==> src/rtl/instr_mem_loader_if.sv <==
// Byte-stream handshake and instruction-memory write bus of the boot loader.
// The master view belongs to the loader; the slave view is the surrounding
// byte source and memory write port.
interface instr_mem_loader_if;
   logic        byte_valid_i;
   logic [7:0]  byte_data_i;
   logic        byte_ready_o;
   logic [31:0] write_addr_o;
   logic [31:0] write_data_o;
   logic        write_enable_o;

   modport master (
      input  byte_valid_i,
      input  byte_data_i,
      output byte_ready_o,
      output write_addr_o,
      output write_data_o,
      output write_enable_o
   );

   modport slave (
      output byte_valid_i,
      output byte_data_i,
      input  byte_ready_o,
      input  write_addr_o,
      input  write_data_o,
      input  write_enable_o
   );
endinterface

==> src/rtl/instr_mem_loader.sv <==
// Boot-time instruction memory loader. Receives a frame made of a
// little-endian 32-bit word count followed by the payload bytes, writes the
// payload as little-endian words at incrementing addresses from BASE_ADDR,
// and keeps the CPU core in reset until the last word has been written.
module instr_mem_loader #(
   parameter logic [31:0] BASE_ADDR      = 32'h0000_0000,
   parameter int unsigned MAX_WORDS      = 16384,
   parameter int unsigned TIMEOUT_CYCLES = 1000000
) (
   input  logic               clk_i,
   input  logic               rst_i,
   input  logic               start_i,
   instr_mem_loader_if.master bus,
   output logic               core_rst_o,
   output logic               busy_o,
   output logic               done_o,
   output logic               error_o
);

   typedef enum logic [2:0] {
      S_LEN,
      S_DATA,
      S_WRITE,
      S_DONE,
      S_ERR
   } state_t;

   // Last idle-count value before the timeout fires; meaningless when disabled.
   localparam logic [31:0] TO_LAST = (TIMEOUT_CYCLES == 0) ? 32'd0 : 32'(TIMEOUT_CYCLES - 1);
   localparam logic [31:0] MAX_LEN = 32'(MAX_WORDS);
   localparam bit          TO_EN   = (TIMEOUT_CYCLES != 0);

   state_t      state;
   logic [1:0]  byte_cnt;
   logic [23:0] asm_buf;   // lower three bytes of the length or data word being assembled
   logic [31:0] length;
   logic [31:0] word_cnt;
   logic [31:0] to_cnt;

   logic        accept;
   logic [31:0] full_word;
   logic        to_active;
   logic        to_hit;
   logic        bad_len;

   // Handshake decode, word completion and timeout/length qualifiers.
   always_comb begin
      accept    = bus.byte_valid_i && bus.byte_ready_o;
      full_word = {bus.byte_data_i, asm_buf};
      to_active = (state == S_DATA) || ((state == S_LEN) && (byte_cnt != 2'd0));
      to_hit    = TO_EN && (to_cnt == TO_LAST);
      bad_len   = (full_word == 32'd0) || (full_word > MAX_LEN);
   end

   // Loader FSM with registered outputs.
   always_ff @(posedge clk_i) begin
      if (rst_i) begin
         state              <= S_LEN;
         byte_cnt           <= 2'd0;
         asm_buf            <= 24'd0;
         length             <= 32'd0;
         word_cnt           <= 32'd0;
         to_cnt             <= 32'd0;
         bus.byte_ready_o   <= 1'b1;
         bus.write_enable_o <= 1'b0;
         bus.write_addr_o   <= BASE_ADDR;
         bus.write_data_o   <= 32'd0;
         core_rst_o         <= 1'b1;
         busy_o             <= 1'b0;
         done_o             <= 1'b0;
         error_o            <= 1'b0;
      end else begin
         bus.write_enable_o <= 1'b0;
         case (state)
            S_LEN, S_DATA: begin
               if (accept) begin
                  // An accepted byte always beats a simultaneous timeout.
                  to_cnt   <= 32'd0;
                  byte_cnt <= byte_cnt + 2'd1;
                  asm_buf  <= {bus.byte_data_i, asm_buf[23:8]};
                  if (state == S_LEN) begin
                     busy_o <= 1'b1;
                     if (byte_cnt == 2'd3) begin
                        if (bad_len) begin
                           state            <= S_ERR;
                           error_o          <= 1'b1;
                           busy_o           <= 1'b0;
                           bus.byte_ready_o <= 1'b0;
                        end else begin
                           length   <= full_word;
                           word_cnt <= 32'd0;
                           state    <= S_DATA;
                        end
                     end
                  end else if (byte_cnt == 2'd3) begin
                     state              <= S_WRITE;
                     bus.byte_ready_o   <= 1'b0;
                     bus.write_enable_o <= 1'b1;
                     bus.write_data_o   <= full_word;
                     bus.write_addr_o   <= BASE_ADDR + (word_cnt << 2);
                  end
               end else if (to_active && TO_EN) begin
                  if (to_hit) begin
                     state            <= S_ERR;
                     error_o          <= 1'b1;
                     busy_o           <= 1'b0;
                     bus.byte_ready_o <= 1'b0;
                  end else begin
                     to_cnt <= to_cnt + 32'd1;
                  end
               end
            end

            S_WRITE: begin
               word_cnt <= word_cnt + 32'd1;
               if ((word_cnt + 32'd1) == length) begin
                  state      <= S_DONE;
                  core_rst_o <= 1'b0;
                  done_o     <= 1'b1;
                  busy_o     <= 1'b0;
               end else begin
                  state            <= S_DATA;
                  bus.byte_ready_o <= 1'b1;
               end
            end

            S_DONE, S_ERR: begin
               if (start_i) begin
                  state            <= S_LEN;
                  core_rst_o       <= 1'b1;
                  done_o           <= 1'b0;
                  error_o          <= 1'b0;
                  busy_o           <= 1'b0;
                  byte_cnt         <= 2'd0;
                  word_cnt         <= 32'd0;
                  to_cnt           <= 32'd0;
                  asm_buf          <= 24'd0;
                  bus.byte_ready_o <= 1'b1;
               end
            end

            default: begin
               state <= S_LEN;
            end
         endcase
      end
   end

endmodule

==> src/flat_wrapper.sv <==
// flat-port wrapper written by rule: the top's interface ports become plain ports
module instr_mem_loader_flat 
#(
   parameter logic [31:0] BASE_ADDR      = 32'h0000_0000,
   parameter int unsigned MAX_WORDS      = 16384,
   parameter int unsigned TIMEOUT_CYCLES = 1000000
)
  (clk_i, rst_i, start_i, core_rst_o, busy_o, done_o, error_o, bus_byte_valid_i, bus_byte_data_i, bus_byte_ready_o, bus_write_addr_o, bus_write_data_o, bus_write_enable_o);
  instr_mem_loader_if bus_i ();
  input  logic clk_i;
  input  logic rst_i;
  input  logic start_i;
  output logic core_rst_o;
  output logic busy_o;
  output logic done_o;
  output logic error_o;
  input wire logic [$bits(bus_i.byte_valid_i)-1:0] bus_byte_valid_i;
  input wire logic [$bits(bus_i.byte_data_i)-1:0] bus_byte_data_i;
  output wire logic [$bits(bus_i.byte_ready_o)-1:0] bus_byte_ready_o;
  output wire logic [$bits(bus_i.write_addr_o)-1:0] bus_write_addr_o;
  output wire logic [$bits(bus_i.write_data_o)-1:0] bus_write_data_o;
  output wire logic [$bits(bus_i.write_enable_o)-1:0] bus_write_enable_o;
  assign bus_i.byte_valid_i = bus_byte_valid_i;
  assign bus_i.byte_data_i = bus_byte_data_i;
  assign bus_byte_ready_o = bus_i.byte_ready_o;
  assign bus_write_addr_o = bus_i.write_addr_o;
  assign bus_write_data_o = bus_i.write_data_o;
  assign bus_write_enable_o = bus_i.write_enable_o;
  instr_mem_loader #(.BASE_ADDR(BASE_ADDR), .MAX_WORDS(MAX_WORDS), .TIMEOUT_CYCLES(TIMEOUT_CYCLES)) u_core (.clk_i(clk_i), .rst_i(rst_i), .start_i(start_i), .bus(bus_i), .core_rst_o(core_rst_o), .busy_o(busy_o), .done_o(done_o), .error_o(error_o));
endmodule
==> config.mk <==
export PLATFORM = sky130hd
export DESIGN_NAME = instr_mem_loader_flat
export DESIGN_NICKNAME = d
export VERILOG_FILES = /design/src/rtl/instr_mem_loader_if.sv /design/src/rtl/instr_mem_loader.sv /design/src/flat_wrapper.sv
export SDC_FILE = /design/constraint.sdc
export NUM_CORES = 1
export LEC_CHECK = 0
export BUFFER_PORTS_ARGS = -buffer_cell sky130_fd_sc_hd__clkbuf_2
export CAP_MARGIN = 10
export CORE_MARGIN = 5
export CORE_UTILIZATION = 54
export DETAILED_ROUTE_END_ITERATION = 10
export GPL_ROUTABILITY_DRIVEN = 0
export GPL_TIMING_DRIVEN = 0
export PLACE_DENSITY_LB_ADDON = 0.2
export SLEW_MARGIN = 20
export SYNTH_ARGS = -nofsm -noshare
export SYNTH_HDL_FRONTEND = slang
export SYNTH_SLANG_ARGS = --single-unit
==> constraint.sdc <==
create_clock -name clk_i -period 3.1 [get_ports clk_i]
set_input_delay 0.465 -clock clk_i [delete_from_list [all_inputs] [get_ports clk_i]]
set_output_delay 0.465 -clock clk_i [all_outputs]
set_load 0.005 [all_outputs]
==> metrics.md <==
| Metric | Value |
|---|---|
| Seq pwr share | 46.1% |
| Via density | 5.782 |
| Commonest non-fill, non-tap cells in the layout | dfxtp_1, nand2_1, a21oi_1, nor2_1, clkbuf_2 |
| Worst Path Required | 3.44 ns |
| Synth cell types | 63 |
| Remaining DRCs | 0 |
| Hold Path Stages | 3 |
| Vias | 8557 |
| FF-to-FF path depth | 9 |
| Final Critical Period | 3.045 ns |
| Post-synthesis register bit count | 193 |
| Adder-Cell Fraction of Synth Area | 0.5590% |
| Worst Skew | 0.01219 ns |
| Multi-input logic area | 0.004875 mm^2 |
| Post-DP HPWL | 16.91 mm |
| Final worst-path cycle share | 98.23% |
| Startpoint class of the critical path | flip-flop |
| Max Cap Violations | 0 |
| Total CTS buffers | 17 |
| Pwr per Cell Area | 539.4 mW/mm^2 |
| Clock Path Buffers | 2 |
| Max-slew violation count | 0 |
| Main synth FF type | dfxtp_1 |
| Netlist Area Pre-Place | 0.008954 mm^2 |
| Net switching power | 1660 uW |
| Synth warn | 0 |
| Internal | 4058 uW |
| CP max FO | 10 |
| Initial antenna violation count | 0 |
| CTS root buf | clkbuf_16 |
| Total die area | 0.01926 mm^2 |
| F_max | 328.4 MHz |
| Layout cell share with drive strength beyond 1 | 15.40% |
| Simple-gate share of the synthesized area | 29.05% |
| WP data arrival | 3.38 ns |
| Area Overhead vs Synth | 18.40% |
| EDFF count, synth | 0 |
| VDD IR max | 0.4708 mV |
| Seq/Total Area, Yosys | 43.15% |
| Leading cell type in the layout, fill and taps excluded | dfxtp_1 |
| Final wirelength | 24.39 mm |
| Final-stage net count | 1263 |
| Crit-path leading delay family | simple AND/OR/NAND/NOR gates |
| Grt total ovfl | 0 |
| Worst-skew pair later-pin latency | 0.45 ns |
| Starting Density | 54.57% |
| Critical path depth | 9 |
| Vias in the first global route | 7741 |
| Die height | 138.8 um |
| CTS sink count | 193 |
| Largest stage delay, worst path | 0.55 ns |
| Setup_tns | 0 ns |
| Placed insts | 1428 |
| Final setup viols | 0 |
| Sw Share | 29.03% |
| I/O pin cnt | 82 |
| Complex-gate fraction of the synthesized area | 14.39% |
| Post-synthesis mux area share | 2.264% |
| Post-Syn Instances | 1129 |
| DR pass1 iterations | 5 |
| Chip Width | 138.8 um |
| Largest net degree at the start of global routing | 19 |
| Crit-path cells | buf_4, nand4_1, or4_4, buf_6, nor4b_4, o22ai_1, or4_4, or4_4, a21o_1 |
| Largest family of logic cells by synthesized area | simple AND/OR/NAND/NOR gates |
| IO Port Bufs | 78 |
| H-tree levels | 4 |
| Outcome | finished, final reports clean |
| Worst-path clk slew | 0.07 ns |
| Total power | 5719 uW |
| ANT nets after route | 0 |
| Layout Cells excl Fill | 1480 |
| Post-Synth XOR/XNOR Area | 6.065% |
| CTS tree | done |
| Largest area contributor in the netlist | dfxtp_1 |
| P_leak | 0.003848 uW |
| Crit path buf inv count | 2 |
| Slew HR | 20.25% |
| Endpoints failing hold | 0 |
| Rows | 47 |
| Core Area | 0.01641 mm^2 |
| Hold WC Path Type | in -> reg |
| Async set or reset register ratio after synthesis | 0% |
| First-pass GRT wire length | 39.47 mm |
| Area contributors post-synth | dfxtp_1, a21oi_1, nand2_1, nor2_1, xnor2_1 |
| FILL cells | 1427 |
| DRT iter0 DRCs | 1026 |
| Most frequent CP cell | or4_4 |
| Syn_area_per_cell | 7.931 um^2 |
| All-layer global routing usage | 24.55% |
| Clock share of power | 40.0% |
| Critical-path top delay cell | or4_4 |
| Crit. End Element | flip-flop |
| Routed len/inst | 16.48 um |
| # diodes | 0 |
| Reg area | 0.003877 mm^2 |
| Setup CP Type | reg -> reg |
| Yosys top cell area share | 43.15% |
| Worst-margin pin slew | 1.192 ns |
| Comb pwr share | 13.9% |
stage by stage:
step / hold WS (ns) / area (um^2) / utilization (%) / worst slack (ns)
2_1_floorplan: 0.4421 / 8957 / - / 0.1098
3_3_place_gp: 0.4337 / 9623 / 58.65 / -0.4833
3_5_place_dp: 0.4394 / 9623 / 58.65 / -0.4747
4_1_cts: 0.2667 / 10350 / 63.11 / 0.003674
5_1_grt: 0.2773 / 10600 / 64.62 / -0.03149
6_report: 0.2771 / 10600 / 64.62 / 0.05494
state kept, by name (all words and copies together), names as in the netlist:
signal,cells
u_core.busy_o,1
u_core.core_rst_o,1
u_core.bus.byte_ready_o,1
u_core.error_o,1
u_core.bus.write_data_o,32
u_core.length,32
u_core.state,3
u_core.bus.write_addr_o,30
u_core.word_cnt,32
u_core.byte_cnt,2
u_core.asm_buf,24
u_core.to_cnt,32
u_core.done_o,1
u_core.bus.write_enable_o,1
kinds of logic (layout without fill, tap and decap cells):
| group | Yosys count | in the layout |
|---|---|---|
| AOI/OAI and AO/OA | 236 | 236 |
| xor gates and xnor gates | 62 | 62 |
| adders and majority gates | 4 | 4 |
| buffers and inverters | 94 | 223 |
| DFF | 193 | 193 |
| muxes | 20 | 20 |
| other | 1 | 2 |
| and+or+nand+nor | 519 | 520 |
layer usage:
metal / up-vias / GRT usage (%) / part of all wire (%)
met1: 3983 / 34.44 / 46
met5: - / 0 / 0
li1: 4188 / - / -
met4: 0 / 8.084 / 2.6
met3: 60 / 4.552 / 6.8
met2: 326 / 38.35 / 45
synth_stat cells, types with 4 or more instances:
master / number
a211oi_1: 5
nand4_1: 19
xor2_1: 24
o21ai_0: 50
buf_4: 6
o211ai_1: 5
and2_1: 27
or3_1: 21
a31oi_1: 8
and3_1: 11
mux2i_1: 18
clkbuf_1: 63
and4_1: 7
nand2_1: 184
dfxtp_1: 193
or4_1: 9
inv_1: 14
nor2_1: 98
xnor2_1: 38
nor4_1: 19
nor2b_1: 6
buf_2: 6
a21oi_1: 145
nand3b_1: 9
ha_1: 4
nand3_1: 57
nor3_1: 20
or4_4: 4
final cells by class:
| class | count | area share (%) |
|---|---|---|
| Inverter | 14 | 0.4957 |
| Tap cell | 220 | 2.596 |
| Clock buffer | 18 | 4.143 |
| Clock inverter | 14 | 1.617 |
| Buffer | 79 | 3.493 |
| Sequential cell | 193 | 36.58 |
| Multi-Input combinational cell | 844 | 45.98 |
| Timing Repair Buffer | 98 | 5.099 |
final timing paths:
path                                 endpoint                start  slack, ns
setup / recovery            u_core.core_rst_o  u_core.word_cnt[12]       0.05
hold / removal    u_core.bus.write_data_o[28]   bus_byte_data_i[4]       0.28
setup reg to reg            u_core.core_rst_o  u_core.word_cnt[12]       0.05
hold reg to reg                 u_core.done_o        u_core.done_o       0.45
worst min-delay path, stage by stage:
cell and delay, ns:
clkbuf_2 0.10, nand2_1 0.06, a21oi_1 0.05
power groups by stage:
stage | clock, uW | sequential, uW | combinational (uW)
6_report | 2290 | 2630 | 797
3_3_place_gp | 0 | 2690 | 723
3_5_place_dp | 0 | 2690 | 734
4_1_cts | 2310 | 2630 | 747
2_1_floorplan | 0 | 2660 | 534
5_1_grt | 2430 | 2640 | 887
repair_timing:
| action | 4_1_cts | 5_1_grt |
|---|---|---|
| pin swaps | 2 | 14 |
| buffers inserted | 2 | 18 |
| hold buffers | 0 | 0 |
| resized for setup | 22 | 34 |
| gates cloned | 0 | 1 |
| setup endpoints to repair | 45 | 60 |
Note: power is estimated with default switching activity, not from simulation.
